## src/rtl/md_issue_if.sv

```systemverilog
// Bundle between the E-stage issue unit, the pipeline and MULT_DIV.
//   op_*           : decoded MD request from the pipeline
//   md_busy/hi/lo  : status and result registers returned by MULT_DIV
//   md_start/ctrl/inA/inB/mthi/mtlo/dataW : launch and write controls to MULT_DIV
//   stall, rd_valid, rd_data, stall_cnt   : pipeline-facing results
// slave  : view used by md_issue_unit
// master : view used by the surrounding pipeline / MULT_DIV environment
interface md_issue_if;
  logic        op_valid;
  logic [2:0]  op_code;
  logic [31:0] op_a;
  logic [31:0] op_b;
  logic        op_cancel;
  logic        md_busy;
  logic [31:0] md_hi;
  logic [31:0] md_lo;
  logic        md_start;
  logic [1:0]  md_ctrl;
  logic [31:0] md_inA;
  logic [31:0] md_inB;
  logic        md_mthi;
  logic        md_mtlo;
  logic [31:0] md_dataW;
  logic        stall;
  logic        rd_valid;
  logic [31:0] rd_data;
  logic [15:0] stall_cnt;

  modport slave (
    input  op_valid, op_code, op_a, op_b, op_cancel, md_busy, md_hi, md_lo,
    output md_start, md_ctrl, md_inA, md_inB, md_mthi, md_mtlo, md_dataW,
           stall, rd_valid, rd_data, stall_cnt
  );

  modport master (
    output op_valid, op_code, op_a, op_b, op_cancel, md_busy, md_hi, md_lo,
    input  md_start, md_ctrl, md_inA, md_inB, md_mthi, md_mtlo, md_dataW,
           stall, rd_valid, rd_data, stall_cnt
  );
endinterface

```

## src/rtl/md_issue_unit.sv

```systemverilog
// E-stage initiator for the multiply/divide unit.
// Accepts mult/multu/div/divu/mthi/mtlo/mfhi/mflo, drives MULT_DIV with
// registered one-cycle start/mthi/mtlo pulses and latched operands, returns
// HI/LO read data, and stalls the pipeline while an op is outstanding.
// Ports:
//   clk   : rising-edge clock
//   reset : synchronous active-high reset (MULT_DIV is reset on the same edge)
//   bus   : md_issue_if.slave (pipeline request, MULT_DIV controls/status,
//           stall, read data, saturating stall counter)
module md_issue_unit (
  input  logic      clk,
  input  logic      reset,
  md_issue_if.slave bus
);

  localparam int unsigned DW = 32;
  localparam int unsigned CW = 16;

  typedef enum logic [1:0] {
    IDLE   = 2'd0,
    LAUNCH = 2'd1,
    WRITE  = 2'd2,
    BUSY   = 2'd3
  } state_t;

  state_t        state;
  logic          start_q;
  logic          mthi_q;
  logic          mtlo_q;
  logic [1:0]    ctrl_q;
  logic [DW-1:0] ina_q;
  logic [DW-1:0] inb_q;
  logic [DW-1:0] dataw_q;
  logic [CW-1:0] stall_cnt_q;

  logic live_c;
  logic stall_c;
  logic take_c;
  logic rd_valid_c;

  // A cancelled op is invisible: it neither stalls nor is taken.
  assign live_c     = bus.op_valid & ~bus.op_cancel;
  assign stall_c    = live_c & ((state != IDLE) | bus.md_busy);
  assign take_c     = live_c & ~stall_c;
  // mfhi/mflo complete in the cycle they are taken; the FSM never leaves IDLE.
  assign rd_valid_c = take_c & (bus.op_code[2:1] == 2'b11);

  // Issue FSM, launch/write pulses, operand latches and stall counter.
  always_ff @(posedge clk) begin
    if (reset) begin
      state       <= IDLE;
      start_q     <= 1'b0;
      mthi_q      <= 1'b0;
      mtlo_q      <= 1'b0;
      ctrl_q      <= '0;
      ina_q       <= '0;
      inb_q       <= '0;
      dataw_q     <= '0;
      stall_cnt_q <= '0;
    end else begin
      start_q <= 1'b0;
      mthi_q  <= 1'b0;
      mtlo_q  <= 1'b0;
      if (stall_c && (stall_cnt_q != '1)) begin
        stall_cnt_q <= stall_cnt_q + CW'(1);
      end
      case (state)
        IDLE: begin
          if (take_c && !bus.op_code[2]) begin
            ctrl_q  <= bus.op_code[1:0];
            ina_q   <= bus.op_a;
            inb_q   <= bus.op_b;
            start_q <= 1'b1;
            state   <= LAUNCH;
          end else if (take_c && !bus.op_code[1]) begin
            dataw_q <= bus.op_a;
            mthi_q  <= ~bus.op_code[0];
            mtlo_q  <= bus.op_code[0];
            state   <= WRITE;
          end
        end
        LAUNCH:  state <= BUSY;
        WRITE:   state <= IDLE;
        // MULT_DIV raises busy on the LAUNCH->BUSY edge, so the first low
        // sample here already reflects the launched op.
        BUSY:    if (!bus.md_busy) state <= IDLE;
        default: state <= IDLE;
      endcase
    end
  end

  assign bus.md_start  = start_q;
  assign bus.md_mthi   = mthi_q;
  assign bus.md_mtlo   = mtlo_q;
  assign bus.md_ctrl   = ctrl_q;
  assign bus.md_inA    = ina_q;
  assign bus.md_inB    = inb_q;
  assign bus.md_dataW  = dataw_q;
  assign bus.stall     = stall_c;
  assign bus.rd_valid  = rd_valid_c;
  // Read data is held at zero whenever no read completes.
  assign bus.rd_data   = !rd_valid_c ? '0 : (bus.op_code[0] ? bus.md_lo : bus.md_hi);
  assign bus.stall_cnt = stall_cnt_q;

endmodule

```

## src/flat_wrapper.sv

```systemverilog
// flat-port wrapper written by rule: the top's interface ports become plain ports
module md_issue_unit_flat 
  (clk, reset, bus_op_valid, bus_op_code, bus_op_a, bus_op_b, bus_op_cancel, bus_md_busy, bus_md_hi, bus_md_lo, bus_md_start, bus_md_ctrl, bus_md_inA, bus_md_inB, bus_md_mthi, bus_md_mtlo, bus_md_dataW, bus_stall, bus_rd_valid, bus_rd_data, bus_stall_cnt);
  md_issue_if bus_i ();
  input  logic clk;
  input  logic reset;
  input wire logic [$bits(bus_i.op_valid)-1:0] bus_op_valid;
  input wire logic [$bits(bus_i.op_code)-1:0] bus_op_code;
  input wire logic [$bits(bus_i.op_a)-1:0] bus_op_a;
  input wire logic [$bits(bus_i.op_b)-1:0] bus_op_b;
  input wire logic [$bits(bus_i.op_cancel)-1:0] bus_op_cancel;
  input wire logic [$bits(bus_i.md_busy)-1:0] bus_md_busy;
  input wire logic [$bits(bus_i.md_hi)-1:0] bus_md_hi;
  input wire logic [$bits(bus_i.md_lo)-1:0] bus_md_lo;
  output wire logic [$bits(bus_i.md_start)-1:0] bus_md_start;
  output wire logic [$bits(bus_i.md_ctrl)-1:0] bus_md_ctrl;
  output wire logic [$bits(bus_i.md_inA)-1:0] bus_md_inA;
  output wire logic [$bits(bus_i.md_inB)-1:0] bus_md_inB;
  output wire logic [$bits(bus_i.md_mthi)-1:0] bus_md_mthi;
  output wire logic [$bits(bus_i.md_mtlo)-1:0] bus_md_mtlo;
  output wire logic [$bits(bus_i.md_dataW)-1:0] bus_md_dataW;
  output wire logic [$bits(bus_i.stall)-1:0] bus_stall;
  output wire logic [$bits(bus_i.rd_valid)-1:0] bus_rd_valid;
  output wire logic [$bits(bus_i.rd_data)-1:0] bus_rd_data;
  output wire logic [$bits(bus_i.stall_cnt)-1:0] bus_stall_cnt;
  assign bus_i.op_valid = bus_op_valid;
  assign bus_i.op_code = bus_op_code;
  assign bus_i.op_a = bus_op_a;
  assign bus_i.op_b = bus_op_b;
  assign bus_i.op_cancel = bus_op_cancel;
  assign bus_i.md_busy = bus_md_busy;
  assign bus_i.md_hi = bus_md_hi;
  assign bus_i.md_lo = bus_md_lo;
  assign bus_md_start = bus_i.md_start;
  assign bus_md_ctrl = bus_i.md_ctrl;
  assign bus_md_inA = bus_i.md_inA;
  assign bus_md_inB = bus_i.md_inB;
  assign bus_md_mthi = bus_i.md_mthi;
  assign bus_md_mtlo = bus_i.md_mtlo;
  assign bus_md_dataW = bus_i.md_dataW;
  assign bus_stall = bus_i.stall;
  assign bus_rd_valid = bus_i.rd_valid;
  assign bus_rd_data = bus_i.rd_data;
  assign bus_stall_cnt = bus_i.stall_cnt;
  md_issue_unit u_core (.clk(clk), .reset(reset), .bus(bus_i));
endmodule
```

## config.mk

```make
export PLATFORM = sky130hd
export DESIGN_NAME = md_issue_unit_flat
export DESIGN_NICKNAME = d
export VERILOG_FILES = /design/src/rtl/md_issue_if.sv /design/src/rtl/md_issue_unit.sv /design/src/flat_wrapper.sv
export SDC_FILE = /design/constraint.sdc
export NUM_CORES = 1
export LEC_CHECK = 0
export CORE_MARGIN = 1.5
export CORE_UTILIZATION = 40
export DETAILED_ROUTE_END_ITERATION = 16
export PLACE_DENSITY = 0.91
export SYNTH_ARGS = -nofsm -noshare
export SYNTH_HDL_FRONTEND = slang
export SYNTH_SLANG_ARGS = --single-unit
```

## constraint.sdc

```tcl
create_clock -name clk -period 4.9 [get_ports clk]
set_input_delay 0.98 -clock clk [delete_from_list [all_inputs] [get_ports clk]]
set_output_delay 0.98 -clock clk [all_outputs]
set_load 0.02 [all_outputs]
```

==> results of run 1 <==
[cell type report]
cell class | instances | area, sq um | share of cell area, %
sequential | 119 | 2380 | 28.4
timing repair buffer | 292 | 2900 | 34.5
multi-input combinational | 423 | 2340 | 27.8
clock inverter | 8 | 96.3 | 1.15
tap | 147 | 184 | 2.19
inverter | 4 | 15.0 | 0.179
clock buffer | 23 | 488 | 5.81
[layout by cell type, fill, tap and decap left out, types with 2 or more instances in the layout]
cell type / count
a211oi_1: 4
a21oi_1: 74
and3_1: 2
buf_4: 7
bufinv_16: 2
clkbuf_1: 2
clkbuf_16: 17
clkbuf_8: 4
clkdlybuf4s50_1: 284
clkinv_2: 4
dfxtp_1: 119
inv_1: 4
mux2_2: 7
mux2i_1: 65
nand2_1: 137
nand2b_1: 4
nand3_1: 7
nand4_1: 5
nor2_1: 79
nor2b_1: 8
nor3_1: 3
nor4_1: 5
o31ai_1: 2
or3_1: 2
or4_1: 3
[logic make-up after synthesis]
group                    count (synthesis)
AO/OA/AOI/OAI                           89
adder cells (fa/ha/maj)                  1
buffers and inverters                   47
flip-flops                             119
multiplexers                            72
AND/OR/NAND/NOR                        261
[final timing paths]
path / to / from
setup / recovery: bus_rd_data[13] / bus_op_valid
hold / removal: u_core.bus.md_inA[10] / u_core.bus.md_inA[10]
setup reg to reg: u_core.bus.stall_cnt[0] / u_core.bus.stall_cnt[0]
hold reg to reg: u_core.bus.md_inA[10] / u_core.bus.md_inA[10]
[worst register-to-register path: stages (launching register included)]
cell and delay (ns):
dfxtp_1 0.44, ha_1 0.26, nand3_1 0.24, nor4_2 0.90, a21oi_1 0.28, mux2_2 0.33
[cells in the mapped netlist (all sizes together), types with 2 or more instances]
library cell  instances  share of area (%)
nand2               137                 10
dfxtp               119                 48
nor2                 79                6.0
a21oi                74                7.5
mux2i                65                 13
clkbuf               25                1.9
buf                  18                2.3
nor2b                 8                1.0
mux2                  7                1.6
nand3                 7               0.71
nor4                  6               0.89
nand4                 5               0.63
a211oi                4               0.61
inv                   4               0.30
nand2b                4               0.51
nor3                  4               0.51
or3                   3               0.38
or4                   3               0.46
and3                  2               0.25
o31ai                 2               0.30
[metrics by stage]
step           area (sq um)  power [mW]  std cells
6_report               8400        2.48       1016
5_1_grt                8400        2.57       1016
4_1_cts                8400        2.50       1016
3_5_place_dp           7820        1.28        985
3_3_place_gp           7820        1.28        985
2_1_floorplan          4930        1.12        589
[layer usage]
layer,wire [um],global-route usage (%)
met5,0,0
met3,1410,8.98
met1,6240,26.5
met2,7800,41.4
met4,399,8.75
[state kept, by name, summed over array words and instances, names as in the netlist]
signal                flops
u_core.bus.md_dataW      32
u_core.bus.md_inA        32
u_core.bus.md_inB        32
u_core.bus.stall_cnt     16
u_core.bus.md_ctrl        2
u_core.state              2
u_core.bus.md_mthi        1
u_core.bus.md_mtlo        1
u_core.bus.md_start       1
[power breakdown]
part	leakage (nW)	switching [mW]	internal, mW
clock network	0.289	0.423	0.796
logic	2.02	0.114	0.156
registers	0.962	0.00913	0.985
total	3.27	0.545	1.94
==> results.tsv, run 1 <==
stage	metric	value	unit
clock_tree	clock_latency	0.40	ns
yosys	synthCells	589	
critical_path	crit_path_max_incr_delay	0.62	ns
placed_design	gp_congestion	0.807	
critical_path	critPathArrivalTime	2.97	ns
drt	finalWirelength	15800	um
placed_design	hpwl	11100	um
floorplanning	pin_count	287	
critical_path	crit_type	input port to primary output	
finish	antenna_cells	0	
timing	fmax	0.253	GHz
timing	fin_crit_sh	80.6	%
drt	drc_errors	0	
yosys	ys_seq_area_share	48.3	%
clock_tree	ctsLongestPathBuffers	2	
timing	drv_slew	0	
floorplanning	fp.dieArea	13000	sq um
clock_tree	holdBufCountCts	0	
yosys	avgSynthCellArea	8.37	sq um
power	ir_worst_vdd	0.000356	V
finish	fin_util	69.9	%
critical_path	cpMaxStageDelayCell	clkdlybuf4s50_1	
drt	antenna_left	0	
floorplanning	core	12000	sq um
critical_path	r2r_cells	5	
timing	worst_pin_slew	0.970	ns
clock_tree	cts_resized	0	
yosys	synthArstFlopShare	0	%
finish	syn_to_final_growth	70.4	%
clock_tree	clk_pin_slew	0.05	ns
timing	finClkSkew	0.0103	ns
yosys	synth-edff-count	0	
yosys	synth-xor-area-share	0	%
global_route	grt_overflow	0	
finish	nFillCells	888	
finish	final_net_count	994	
critical_path	cp-end-kind	primary output	
yosys	synth_seq_cells	119	
floorplanning	start_util	41.1	%
clock_tree	htreeDepth	4	
clock_tree	cts_made_buffers	17	
yosys	synth.distinct_cells	37	
critical_path	critPathRequiredTime	3.92	ns
timing	fin_ws	0.953	ns
timing	slew_headroom	34.8	%
run	maxCapViolCount	0	
yosys	synth_area	4930	sq um
critical_path	cp_top_family	buffers and inverters	
drt	via_per_inst	4.97	
worst_hold_path	hold_depth	2	
yosys	ys_warn_count	0	
global_route	grt_usage	23.8	%
timing	period_needed	3.95	ns
clock_tree	post_cts_buffers	0	
floorplanning	fp-row-count	40	
critical_path	crit_fanout	33	
yosys	synth-compound-area-share	9.87	%
timing	rsz0062_at_grt	no	
yosys	synth_top_flop_cell	dfxtp_1	
timing	setup_viol_count_final	0	
yosys	synth_fa_ha_area_share	0.254	%
worst_hold_path	hold_class	flip-flop to flip-flop	
critical_path	rrSetupSlack	2.34	ns
drt	wl_per_cell	15.6	um
global_route	grt_pass1_wl	24400	um
clock_tree	cts_sinks	119	
placed_design	place_ws	0.985	ns
yosys	synth_top_family_by_area	simple AND/OR/NAND/NOR gates	
clock_tree	clock-root-buffer	clkbuf_16	
drt	routed-via-count	5046	
clock_tree	cts_tree	built	
floorplanning	die_h	114	um
global_route	antenna_found_initial	0	
yosys	synth-simple-area-share	22.3	%
critical_path	crit_buf_inv	3	
yosys	synth_mux_area_share	14.8	%
power	leakagePower	3.27	nW
status	outcome	completed	
global_route	first_global_vias	4810	
timing	whs	0.451	ns
global_route	grt_max_degree	93	
finish	drive_gt1_share	5.41	%
critical_path	crit_cells	6	
placed_design	numPortBuffers	286	
critical_path	critPathLaunchType	input port	
yosys	synth_nets	726	
critical_path	cpMostUsedCell	clkdlybuf4s50_1	
power	p_per_area	295	nW/um^2
floorplanning	fp.dieW	114	um
critical_path	cp_cell_sequence	clkdlybuf4s50_1, nor2b_1, nand4_1, buf_4, nor2_1, clkdlybuf4s50_1	
drt	drtIter0Drc	329	
timing	finalHoldViolCount	0	
drt	dr.pass1.iters	4	
timing	setup_tns	0	ns
Note: power is estimated with default switching activity, not from simulation.
==> run 2: changes to the inputs <==
- CORE_UTILIZATION: 40 -> 34
- PLACE_DENSITY: 0.91 -> 0.83
- clock period: 4.9 -> 3.5 ns (I/O delays scaled with it)
==> results.tsv, run 2 (synthesized netlist as in run 1, its figures left out) <==
stage	metric	value	unit	change
status	outcome	completed		unchanged
clock_tree	cts_tree	built		unchanged
critical_path	cp-end-kind	primary output		unchanged
clock_tree	clock_latency	0.39	ns	was 0.40 ns
power	total_power	3.54	mW	was 2.48 mW
drt	drc_errors	0		unchanged
power	p_clk_share	49.9	%	was 49.1%
finish	syn_to_final_growth	73.1	%	was 70.4%
global_route	first_global_vias	4697		was 4810
floorplanning	pin_count	287		unchanged
critical_path	critPathLaunchType	input port		unchanged
placed_design	hpwl	11400	um	was 11100 um
floorplanning	die_h	123	um	was 114 um
placed_design	gp_congestion	0.913		was 0.807
clock_tree	cts_sinks	119		unchanged
critical_path	crit_path_max_incr_delay	0.64	ns	was 0.62 ns
power	ir_worst_vdd	0.000389	V	was 0.000356 V
floorplanning	fp-row-count	43		was 40
timing	drv_slew	0		unchanged
critical_path	critPathArrivalTime	2.57	ns	was 2.97 ns
drt	dr.pass1.iters	5		was 4
power	seq_power_share	39.3	%	was 40.0%
timing	worst_pin_slew	0.758	ns	was 0.970 ns
clock_tree	cts_made_buffers	17		unchanged
drt	wl_per_cell	15.3	um	was 15.6 um
timing	fin_crit_sh	93.4	%	
timing	slew_headroom	49.5	%	was 34.8%
drt	antenna_left	0		unchanged
timing	setup_tns	0	ns	unchanged
global_route	grt_max_degree	72		was 93
global_route	grt_pass1_wl	24200	um	was 24400 um
worst_hold_path	hold_class	flip-flop to flip-flop		unchanged
power	p_per_area	415	nW/um^2	was 295 nW/um^2
placed_design	numPortBuffers	286		unchanged
timing	finClkSkew	0.00697	ns	was 0.0103 ns
finish	stdcell_area	8540	sq um	was 8400 sq um
global_route	antenna_found_initial	0		unchanged
floorplanning	core	14000	sq um	was 12000 sq um
clock_tree	htreeDepth	4		unchanged
critical_path	cpMostUsedCell	clkdlybuf4s50_1		unchanged
finish	final_cell_mix	clkdlybuf4s50_1, nand2_1, dfxtp_1, nor2_1, a21oi_1		unchanged
critical_path	crit_fanout	33		unchanged
floorplanning	start_util	35.1	%	was 41.1%
drt	wl_met3	1330	um	was 1410 um
drt	finalWirelength	16100	um	was 15800 um
placed_design	place_area	7930	sq um	was 7820 sq um
timing	setup_viol_count_final	0		unchanged
critical_path	crit_type	input port to primary output		unchanged
power	swShare	22.2	%	was 22.0%
run	maxCapViolCount	0		unchanged
critical_path	crit_buf_inv	3		unchanged
power	leakagePower	3.31	nW	was 3.27 nW
finish	nFillCells	1207		was 888
drt	routed-via-count	5033		was 5046
floorplanning	fp.dieW	123	um	was 114 um
finish	final_common_cell	clkdlybuf4s50_1		unchanged
finish	final_net_count	1000		was 994
timing	fmax	0.306	GHz	
finish	antenna_cells	0		unchanged
clock_tree	post_cts_buffers	0		unchanged
global_route	grt_usage	20.5	%	was 23.8%
placed_design	place_ws	0.264	ns	was 0.985 ns
global_route	grt_overflow	0		unchanged
critical_path	cpMaxStageDelayCell	clkdlybuf4s50_1		unchanged
drt	dr_wl_met2	7960	um	was 7800 um
timing	fin_ws	0.230	ns	was 0.953 ns
timing	finalHoldViolCount	0		unchanged
drt	met1_length	6610	um	was 6240 um
floorplanning	fp.dieArea	15200	sq um	was 13000 sq um
drt	routed.top_layer	met4		unchanged
timing	period_needed	3.27	ns	
power	internal_power	2.76	mW	was 1.94 mW
clock_tree	ctsLongestPathBuffers	2		unchanged
drt	via_per_inst	4.77		was 4.97
power	p_sw	0.785	mW	was 0.545 mW
power	power.share.combinational	10.9	%	was 10.8%
critical_path	critPathRequiredTime	2.80	ns	was 3.92 ns
drt	drtIter0Drc	264		was 329
clock_tree	cts_resized	0		unchanged
clock_tree	clock-root-buffer	clkbuf_16		unchanged
critical_path	cp_top_family	buffers and inverters		unchanged
finish	drive_gt1_share	6.28	%	was 5.41%
clock_tree	clk_pin_slew	0.05	ns	about the same
timing	rsz0062_at_grt	no		unchanged
critical_path	cp_cell_sequence	clkdlybuf4s50_1, nor2b_1, nand4_1, buf_4, nor2_1, clkdlybuf4s50_1		unchanged
clock_tree	holdBufCountCts	0		unchanged
## run 2: cell count changes in the layout (fill, tap and decap cells not counted), sizes merged
cell | before | now
inv | 4 | 5
buf | 8 | 14
bufinv | 2 | 3
clkbuf | 23 | 20
clkinvlp | 1 | 3
## run 2: worst paths after layout
kind	startpoint	to	slack, ns	depth (start not counted)
setup reg to reg	u_core.bus.stall_cnt[0]	u_core.bus.stall_cnt[5]	1.34	6
setup / recovery	bus_op_valid	bus_rd_data[20]	0.23	6
hold reg to reg	u_core.bus.md_inB[7]	u_core.bus.md_inB[7]	0.45	2
hold / removal	u_core.bus.md_inB[7]	u_core.bus.md_inB[7]	0.45	2
## run 2: through the flow
step	cells	utilization, %	hold slack (ns)
after detailed placement	1024	56.5	0.445
after global placement	1024	56.5	0.441
after floorplan	589	-	0.472
final	1056	60.8	0.450
after global routing	1056	60.8	0.470
after CTS	1056	60.8	0.453
## run 2: per-layer routing
metal | up-vias | GRT usage [%]
met5 | - | 0
met4 | 0 | 6.68
met3 | 19 | 7.06
met2 | 187 | 35.3
met1 | 2305 | 23.9
li1 | 2522 | -
## run 2: area by class of cell
cell class	count	area [sq um]	share of cell area (%)
flip-flops and latches	119	2380	27.9
clock buffers	20	457	5.35
repair buffers	298	2970	34.8
clock inverters	12	150	1.76
inverters	4	15.0	0.176
multi-input cells	423	2340	27.4
well taps	180	225	2.64
## run 2: power by group through the flow
stage / combinational, mW / clock [mW] / sequential (mW)
6_report: 0.385 / 1.77 / 1.39
5_1_grt: 0.410 / 1.87 / 1.39
4_1_cts: 0.387 / 1.80 / 1.39
3_5_place_dp: 0.384 / 0 / 1.42
3_3_place_gp: 0.383 / 0 / 1.42
2_1_floorplan: 0.116 / 0 / 1.45
## run 2: worst reg2reg max path, cell delays in order (launching register included)
cell       delay (ns)
dfxtp_1          0.36
ha_1             0.26
nand3_1          0.25
nor4_2           0.09
buf_4            0.18
a2111oi_0        0.52
mux2_2           0.39
